--- src/rtl/fifo_rd_packer_pkg.sv ---
// Shared constants and types for the FIFO read-side width upsizer.
package fifo_rd_packer_pkg;

    // Default width of one FIFO word and words packed per output beat.
    localparam int DEF_DATA_WIDTH = 8;
    localparam int DEF_PACK_RATIO = 4;

    // Wide beat and lane-keep types at the default geometry.
    typedef logic [DEF_DATA_WIDTH*DEF_PACK_RATIO-1:0] packed_beat_t;
    typedef logic [DEF_PACK_RATIO-1:0]                lane_keep_t;

endpackage

--- src/rtl/fifo_rd_packer_if.sv ---
// Narrow input stream, flush request and wide output stream of the packer.
//
// Handshake rule for both streams: a transfer happens on a rising clock edge
// where valid and ready are both high; the source holds valid and data stable
// until that edge, and ready may depend combinationally on the sink's state.
//
// master: the packer itself. slave: the environment (FIFO read port upstream,
// wide consumer downstream).
interface fifo_rd_packer_if
    import fifo_rd_packer_pkg::*;
#(
    parameter int DATA_WIDTH = DEF_DATA_WIDTH,
    parameter int PACK_RATIO = DEF_PACK_RATIO
);
    logic                             s_valid;
    logic [DATA_WIDTH-1:0]            s_data;
    logic                             s_ready;
    logic                             flush;
    logic                             m_valid;
    logic [DATA_WIDTH*PACK_RATIO-1:0] m_data;
    logic [PACK_RATIO-1:0]            m_keep;
    logic                             m_ready;

    modport master (
        input  s_valid, s_data, flush, m_ready,
        output s_ready, m_valid, m_data, m_keep
    );

    modport slave (
        output s_valid, s_data, flush, m_ready,
        input  s_ready, m_valid, m_data, m_keep
    );
endinterface

--- src/rtl/fifo_rd_packer.sv ---
// Read-side width upsizer: packs PACK_RATIO narrow words into one wide beat.
// An assembly buffer collects words lane by lane (lane 0 first, least
// significant); a full buffer, or a pending flush with data, moves into the
// output register. s_ready looks through to m_ready so a full buffer behind a
// draining output register still accepts one word per cycle.
module fifo_rd_packer
    import fifo_rd_packer_pkg::*;
#(
    parameter int  DATA_WIDTH = DEF_DATA_WIDTH,
    parameter int  PACK_RATIO = DEF_PACK_RATIO,
    localparam int CNT_WIDTH  = $clog2(PACK_RATIO + 1)
) (
    input  logic                  rclk,
    input  logic                  rrst_n,
    fifo_rd_packer_if.master      bus
);

    localparam int                   BEAT_WIDTH = DATA_WIDTH * PACK_RATIO;
    localparam logic [CNT_WIDTH-1:0] CNT_FULL   = CNT_WIDTH'(PACK_RATIO);

    // Assembly buffer
    logic [BEAT_WIDTH-1:0] lanes;
    logic [BEAT_WIDTH-1:0] lanes_next;
    logic [CNT_WIDTH-1:0]  cnt;
    logic [CNT_WIDTH-1:0]  cnt_next;
    logic                  flush_pend;
    logic                  flush_pend_next;

    // Output register
    logic                  m_valid_r;
    logic [BEAT_WIDTH-1:0] m_data_r;
    logic [PACK_RATIO-1:0] m_keep_r;
    logic [PACK_RATIO-1:0] keep_from_cnt;

    logic full;
    logic move;
    logic s_ready;
    logic accept;

    // Move/accept decisions; s_ready is combinational from m_ready via move.
    always_comb begin
        full    = (cnt == CNT_FULL);
        move    = (full || (flush_pend && (cnt != '0))) && (!m_valid_r || bus.m_ready);
        s_ready = !flush_pend && (!full || move);
        accept  = bus.s_valid && s_ready;
    end

    // Lane mask for the beat being moved: lanes below the fill count hold data.
    always_comb begin
        keep_from_cnt = '0;
        for (int i = 0; i < PACK_RATIO; i++) begin
            keep_from_cnt[i] = (CNT_WIDTH'(i) < cnt);
        end
    end

    // Next assembly state: a move empties the buffer (zeroing every lane) and
    // a same-cycle word restarts it in lane 0; otherwise words fill lane cnt.
    always_comb begin
        lanes_next = lanes;
        cnt_next   = cnt;
        if (move) begin
            lanes_next = '0;
            cnt_next   = '0;
            if (accept) begin
                lanes_next[DATA_WIDTH-1:0] = bus.s_data;
                cnt_next                   = CNT_WIDTH'(1);
            end
        end else if (accept) begin
            for (int i = 0; i < PACK_RATIO; i++) begin
                if (cnt == CNT_WIDTH'(i)) begin
                    lanes_next[i*DATA_WIDTH +: DATA_WIDTH] = bus.s_data;
                end
            end
            cnt_next = cnt + CNT_WIDTH'(1);
        end
    end

    // Flush request: latched once, cleared by the move it causes or at once
    // when there is nothing to flush; a repeat request while pending is dropped.
    always_comb begin
        flush_pend_next = flush_pend;
        if (flush_pend) begin
            if (move || (cnt == '0)) begin
                flush_pend_next = 1'b0;
            end
        end else begin
            flush_pend_next = bus.flush;
        end
    end

    // Assembly buffer registers.
    always_ff @(posedge rclk or negedge rrst_n) begin
        if (!rrst_n) begin
            lanes      <= '0;
            cnt        <= '0;
            flush_pend <= 1'b0;
        end else begin
            lanes      <= lanes_next;
            cnt        <= cnt_next;
            flush_pend <= flush_pend_next;
        end
    end

    // Output register: loads on a move, holds while stalled, drops valid on take.
    always_ff @(posedge rclk or negedge rrst_n) begin
        if (!rrst_n) begin
            m_valid_r <= 1'b0;
            m_data_r  <= '0;
            m_keep_r  <= '0;
        end else if (move) begin
            m_valid_r <= 1'b1;
            m_data_r  <= lanes;
            m_keep_r  <= keep_from_cnt;
        end else if (bus.m_ready) begin
            m_valid_r <= 1'b0;
        end
    end

    assign bus.s_ready = s_ready;
    assign bus.m_valid = m_valid_r;
    assign bus.m_data  = m_data_r;
    assign bus.m_keep  = m_keep_r;

endmodule

--- src/flat_wrapper.sv ---
// flat-port wrapper written by rule: the top's interface ports become plain ports
module fifo_rd_packer_flat import fifo_rd_packer_pkg::*;
#(
    parameter int  DATA_WIDTH = DEF_DATA_WIDTH,
    parameter int  PACK_RATIO = DEF_PACK_RATIO,
    localparam int CNT_WIDTH  = $clog2(PACK_RATIO + 1)
)
  (rclk, rrst_n, bus_s_valid, bus_s_data, bus_flush, bus_m_ready, bus_s_ready, bus_m_valid, bus_m_data, bus_m_keep);
  fifo_rd_packer_if #(.DATA_WIDTH(DATA_WIDTH), .PACK_RATIO(PACK_RATIO)) bus_i ();
  input  logic rclk;
  input  logic rrst_n;
  input wire logic [$bits(bus_i.s_valid)-1:0] bus_s_valid;
  input wire logic [$bits(bus_i.s_data)-1:0] bus_s_data;
  input wire logic [$bits(bus_i.flush)-1:0] bus_flush;
  input wire logic [$bits(bus_i.m_ready)-1:0] bus_m_ready;
  output wire logic [$bits(bus_i.s_ready)-1:0] bus_s_ready;
  output wire logic [$bits(bus_i.m_valid)-1:0] bus_m_valid;
  output wire logic [$bits(bus_i.m_data)-1:0] bus_m_data;
  output wire logic [$bits(bus_i.m_keep)-1:0] bus_m_keep;
  assign bus_i.s_valid = bus_s_valid;
  assign bus_i.s_data = bus_s_data;
  assign bus_i.flush = bus_flush;
  assign bus_i.m_ready = bus_m_ready;
  assign bus_s_ready = bus_i.s_ready;
  assign bus_m_valid = bus_i.m_valid;
  assign bus_m_data = bus_i.m_data;
  assign bus_m_keep = bus_i.m_keep;
  fifo_rd_packer #(.DATA_WIDTH(DATA_WIDTH), .PACK_RATIO(PACK_RATIO)) u_core (.rclk(rclk), .rrst_n(rrst_n), .bus(bus_i));
endmodule
--- config.mk ---
export PLATFORM = sky130hd
export DESIGN_NAME = fifo_rd_packer_flat
export DESIGN_NICKNAME = d
export VERILOG_FILES = /design/src/rtl/fifo_rd_packer_pkg.sv /design/src/rtl/fifo_rd_packer_if.sv /design/src/rtl/fifo_rd_packer.sv /design/src/flat_wrapper.sv
export SDC_FILE = /design/constraint.sdc
export NUM_CORES = 1
export LEC_CHECK = 0
export BUFFER_PORTS_ARGS = -buffer_cell sky130_fd_sc_hd__buf_2
export CORE_UTILIZATION = 55
export DETAILED_ROUTE_END_ITERATION = 10
export PLACE_DENSITY = 0.88
export REMOVE_ABC_BUFFERS = 1
export SLEW_MARGIN = 20
export SYNTH_ARGS = -nofsm -noshare
export SYNTH_HDL_FRONTEND = slang
export SYNTH_SLANG_ARGS = --single-unit
--- constraint.sdc ---
create_clock -name rclk -period 2.55 [get_ports rclk]
set_input_delay 0.255 -clock rclk [delete_from_list [all_inputs] [get_ports rclk]]
set_output_delay 0.255 -clock rclk [all_outputs]
set_load 0.01 [all_outputs]
==> out/qor.yml, run 1 <==
status: "complete, no violations"
highest_layer: "met4"
path_class: "flip-flop to flip-flop"
layout_commonest_cell: "dfrtp_1"
r2r_cells: 6
cts_hold_buf: 0
synth.top_cell.area_share: 0.5677
cp_max_fo: 16
critPathMaxStageDelay_ps: 470
r2r_setup_slack_ps: 370
drt_iter0_drc: 142
setup_violations: 0
synth_xor_area_frac: 0.002722
setup_tns_ps: 0
worst_setup_path_end_kind: "flip-flop"
grt_max_degree: 74
maxCapViolCount: 0
clockRootBuffer: "clkbuf_8"
fin_total_pwr_mw: 5.019
timing.final.ws_setup_ps: 370.5
yosysTopAreaCell: "dfrtp_1"
mostFrequentLayoutCells: "dfrtp_1, buf_2, mux2_4, o21ai_0, a21oi_1"
final_area_um2: 3700
worstPathArrival_ps: 2430
track_usage: 0.2186
synth_area_um2: 3218
p_leak_nw: 1.844
rows: 27
synth_area_per_cell_um2: 13.64
place_inst: 351
route.detailed.drc: 0
antenna_found_initial: 0
p_switching_mw: 1.830
initial_core_util: 0.5773
finalCriticalPeriod_ps: 2179
ys_types: 33
sw_frac_of_total: 0.3645
path_delay_family: "multiplexers"
cts_setup_buffers: 0
wl_per_cell_um: 16.53
die_area_um2: 6161
holdCritPathClass: "input port to async pin"
seq_area_um2: 1827
ys_top_cells_by_area: "dfrtp_1, mux2_4, a21oi_1, o21ai_0, mux2i_1"
clockBufferDepth: 2
multi_input_area_um2: 1239
tightest_slew_ps: 898.2
seq_area_frac_synth: 0.5677
ir_drop_uv: 704.1
dr_wl_met3_um: 307
worst_r2r_startpoint: "u_core.cnt[0]$_DFFE_PN0P_"
pin_count: 51
cts_num_sinks: 73
num-fill-cells: 409
ant_nets: 0
overflow: 0
die_h_um: 78.49
hpwl_um: 4104
numCtsBuffers: 9
wl_met1_um: 2707
crit_chain: "inv_1 > ha_1 > mux2i_4 > nor2_8 > buf_4 > mux2_2"
synth_compound_area_frac: 0.09720
gp_congestion: 0.8945
grt_pass1_vias: 2039
die_w_um: 78.49
port_buffers: 50
pre_cts_ws_ps: 373.7
post_dp_cell_area_um2: 3498
dr.pass1.iters: 4
p_per_area_nw_per_um2: 1357
fin_skew_ps: 10.85
core_region_area_um2: 5574
grt_pass1_wl_um: 10090
cpMaxStageDelayCell: "dfrtp_1"
ys_ff_latch: 73
period_share: 0.8547
htreeDepth: 3
cts_resized: 0
cp_data_required_time_ps: 2800
p_int_mw: 3.189
num_vias: 2037
rsz0062_at_grt: "false"
synth_fa_ha_area_frac: 0.01166
diodes: 0
clk-insertion-delay-late_ps: 360
clockPowerShare: 0.184
pwr-share-comb: 0.418
synth_cells: 236
slew_headroom: 0.4012
slew_viol_final: 0
muxShareOfSynthArea: 0.1936
tritoncts: "yes"
layout.nets: 306
seq_power_share: 0.398
max_freq_ghz: 0.4588
area_growth_pct: 14.97
drive_above_1_share: 0.3898
synthSimpleGateAreaFrac: 0.07776
routed_wl_um: 6067
met2_length_um: 2938
stdcell_count: 367
viasPerCell: 5.550
synth-warning-count: 0
r2r-end: "u_core.bus.m_data[23]$_DFFE_PN0P_"
synth_top_family_by_area: "multiplexers"
clk_pin_slew_ps: 80
crit_buf_inv: 2
timing_hold_violations_final: 0
cp-start-kind: "flip-flop"
## routing by layer
| layer | global-route usage | vias up |
|---|---|---|
| met5 | 0 | - |
| met4 | 0.09259 | 0 |
| met3 | 0.05698 | 12 |
| met2 | 0.3439 | 55 |
| met1 | 0.2870 | 1020 |
| li1 | - | 950 |
## worst max path at each step
| stage | start | end | slack, ps | cells past startpoint |
|---|---|---|---|---|
| 2_1_floorplan | u_core.cnt[0]$_DFFE_PN0P_ | u_core.lanes[16]$_DFFE_PN0P_ | 270 | 5 |
| 3_3_place_gp | u_core.cnt[0]$_DFFE_PN0P_ | u_core.bus.m_data[23]$_DFFE_PN0P_ | 490 | 6 |
| 3_5_place_dp | u_core.cnt[0]$_DFFE_PN0P_ | u_core.bus.m_data[23]$_DFFE_PN0P_ | 370 | 6 |
| 4_1_cts | u_core.cnt[0]$_DFFE_PN0P_ | u_core.bus.m_data[23]$_DFFE_PN0P_ | 360 | 6 |
| 5_1_grt | u_core.cnt[0]$_DFFE_PN0P_ | u_core.bus.m_data[23]$_DFFE_PN0P_ | 250 | 6 |
| 6_report | u_core.cnt[0]$_DFFE_PN0P_ | u_core.bus.m_data[23]$_DFFE_PN0P_ | 370 | 6 |
## state kept, by name, summed over array words and instances (netlist names)
name,flops
u_core.cnt,3
u_core.bus.m_data,32
u_core.flush_pend,1
u_core.lanes,32
u_core.bus.m_valid,1
u_core.bus.m_keep,4
## stage by stage
stage               utilization  hold slack, ps
floorplan                     -          -40.59
global route             0.6637           159.6
global placement         0.6276           484.7
finish                   0.6637           82.97
detailed placement       0.6276           486.8
CTS                      0.6637           131.2
## cells in the mapped netlist, drive strengths merged
cell type   n
dfrtp      73
mux2       35
a21oi      20
o21ai      20
nand3      16
nor2       11
buf        10
mux2i      10
a22o        8
clkbuf      4
inv         4
nor2b       4
ha          3
nand2b      3
nand2       2
o22ai       2
a211oi      1
a31oi       1
and2        1
and3b       1
nand4b      1
nor3b       1
nor4bb      1
o32a        1
or2         1
or3b        1
xnor2       1
## power by group through the flow
| stage | Sequential [mW] | Combinational, mW | Clock (mW) |
|---|---|---|---|
| final | 2.00 | 2.10 | 0.926 |
| after floorplan | 2.07 | 1.32 | 0 |
| after global placement | 1.99 | 2.04 | 0 |
| after global routing | 2.06 | 2.27 | 0.992 |
| after CTS | 2.00 | 2.12 | 0.940 |
| after detailed placement | 2.02 | 2.11 | 0 |
## layout make-up
| type | count | share of cell area |
|---|---|---|
| sequential | 73 | 0.4937 |
| inverter | 4 | 0.004058 |
| clock buffer | 9 | 0.03348 |
| clock inverter | 7 | 0.02097 |
| timing repair buffer | 57 | 0.08860 |
| multi-input combinational | 145 | 0.3348 |
| tap | 72 | 0.02435 |
## cells by family after synthesis
group / count (synthesis)
mux: 45
compound gates: 53
simple gates: 43
buf+inv: 18
flops: 73
fa+ha+maj: 3
xor+xnor: 1
Note: power is estimated with default switching activity, not from simulation.
==> run 2, diff against run 1 <==
ABC_CLOCK_PERIOD_IN_PS = 2550   (was default)
CORE_UTILIZATION = 30   (was 55)
PLACE_DENSITY = 0.58   (was 0.88)
==> run 2 against run 1 <==
  * Register-to-register slack gained 40 ps
  * Design area grew 1.3%
  * Via count shrank 0.39%
  * Critical endpoint is now u_core.bus.m_data[22]$_DFFE_PN0P_
==> out/qor.yml, run 2 (synthesis gave the netlist of run 1 again) <==
place_inst: 413
overflow: 0
post_dp_cell_area_um2: 3563
p_per_area_nw_per_um2: 1320
grt_max_degree: 74
viasPerCell: 4.741
cts_setup_buffers: 0
fin_skew_ps: 13.57
cts_resized: 0
final_area_um2: 3747
die_w_um: 105.6
timing_hold_violations_final: 0
routed_wl_um: 6433
cp-start-kind: "flip-flop"
drive_above_1_share: 0.3801
pin_count: 51
numCtsBuffers: 9
worstPathArrival_ps: 2360
fin_total_pwr_mw: 4.947
crit_chain: "inv_1 > ha_1 > mux2i_4 > nor2_8 > buf_12 > mux2_2"
slew_viol_final: 0
drt_iter0_drc: 149
stdcell_count: 428
num_vias: 2029
setup_tns_ps: 0
clk_pin_slew_ps: 70
grt_pass1_wl_um: 10780
critPathMaxStageDelay_ps: 450
status: "complete, no violations"
port_buffers: 50
grt_pass1_vias: 2055
cp_max_fo: 25
max_freq_ghz: 0.4672
slew_headroom: 0.3930
clockRootBuffer: "clkbuf_8"
hold_slack_ps: 113.1
area_growth_pct: 16.45
htreeDepth: 3
track_usage: 0.1263
diodes: 0
maxCapViolCount: 0
wl_per_cell_um: 15.03
holdCritPathClass: "input port to async pin"
tightest_slew_ps: 910.4
initial_core_util: 0.3103
clk-insertion-delay-late_ps: 350
route.detailed.drc: 0
rsz0062_at_grt: "false"
die_area_um2: 11150
hpwl_um: 4337
rows: 37
clockBufferDepth: 2
layout_commonest_cell: "dfrtp_1"
num-fill-cells: 1034
cp_data_required_time_ps: 2770
cts_hold_buf: 0
antenna_found_initial: 0
ant_nets: 0
dr.pass1.iters: 4
layout.nets: 304
setup_violations: 0
worst_setup_path_end_kind: "flip-flop"
path_class: "flip-flop to flip-flop"
die_h_um: 105.6
ir_drop_uv: 449.1
core_region_area_um2: 10370
tritoncts: "yes"
p_leak_nw: 1.825
cts_num_sinks: 73
mostFrequentLayoutCells: "dfrtp_1, buf_2, mux2_4, o21ai_0, a21oi_1"
gp_congestion: 0.7387
cpMaxStageDelayCell: "dfrtp_1"
finalCriticalPeriod_ps: 2140
period_share: 0.8394
==> run 2: changes by cell type in the layout (fill, tap and decap cells not counted), sizes merged <==
cell    delta
clkbuf     +1
buf        -2
clkinv     -1
inv        -1
==> run 2: layout make-up <==
type,count,area (µm²),share of cell area
flip-flops and latches,73,1827,0.4875
multi-input cells,145,1239,0.3306
clock buffers,10,127.6,0.03406
inverters,4,15.01,0.004007
clock inverters,5,56.30,0.01503
repair buffers,55,312.8,0.08347
well taps,136,170.2,0.04541
==> run 2: through the flow <==
step | utilization | setup slack [ps]
floorplan | - | 271.1
global placement | 0.3436 | 487.2
detailed placement | 0.3436 | 397.3
CTS | 0.3614 | 383.9
global route | 0.3614 | 287.4
finish | 0.3614 | 409.5
==> run 2: critical path, delay by kind of cell (launching register included) <==
family | cells | cell delay (ps)
fa+ha+maj | 1 | 300
mux | 2 | 620
buf+inv | 2 | 330
simple gates | 1 | 310
flops | 1 | 450
==> run 2: metal layers <==
| layer | track usage | vias to the layer above | wire length (µm) |
|---|---|---|---|
| li1 | - | 948 | - |
| met1 | 0.1718 | 1015 | 2942 |
| met2 | 0.1884 | 59 | 3059 |
| met3 | 0.04267 | 7 | 355 |
| met4 | 0.04167 | 0 | 76 |
| met5 | 0 | - | 0 |
==> run 2: final timing paths <==
check                                            startpoint                                 to  slack (ps)  cells past startpoint
worst max register to register    u_core.cnt[0]$_DFFE_PN0P_  u_core.bus.m_data[22]$_DFFE_PN0P_         410                      6
min in group rclk                             bus_s_data[5]       u_core.lanes[13]$_DFFE_PN0P_         200                      3
worst min register to register  u_core.lanes[8]$_DFFE_PN0P_   u_core.bus.m_data[8]$_DFFE_PN0P_         490                      1
worst min-delay path                                 rrst_n  u_core.bus.m_data[17]$_DFFE_PN0P_         110                      2
max in group asynchronous                            rrst_n  u_core.bus.m_data[24]$_DFFE_PN0P_        1840                      2
worst max-delay path              u_core.cnt[0]$_DFFE_PN0P_  u_core.bus.m_data[22]$_DFFE_PN0P_         410                      6
==> run 2: report_power, final <==
part | internal (mW) | switching [mW] | leakage [nW]
combinational | 1.06 | 1.02 | 0.752
clock | 0.447 | 0.426 | 0.0925
sequential | 1.66 | 0.343 | 0.981
total | 3.16 | 1.79 | 1.83
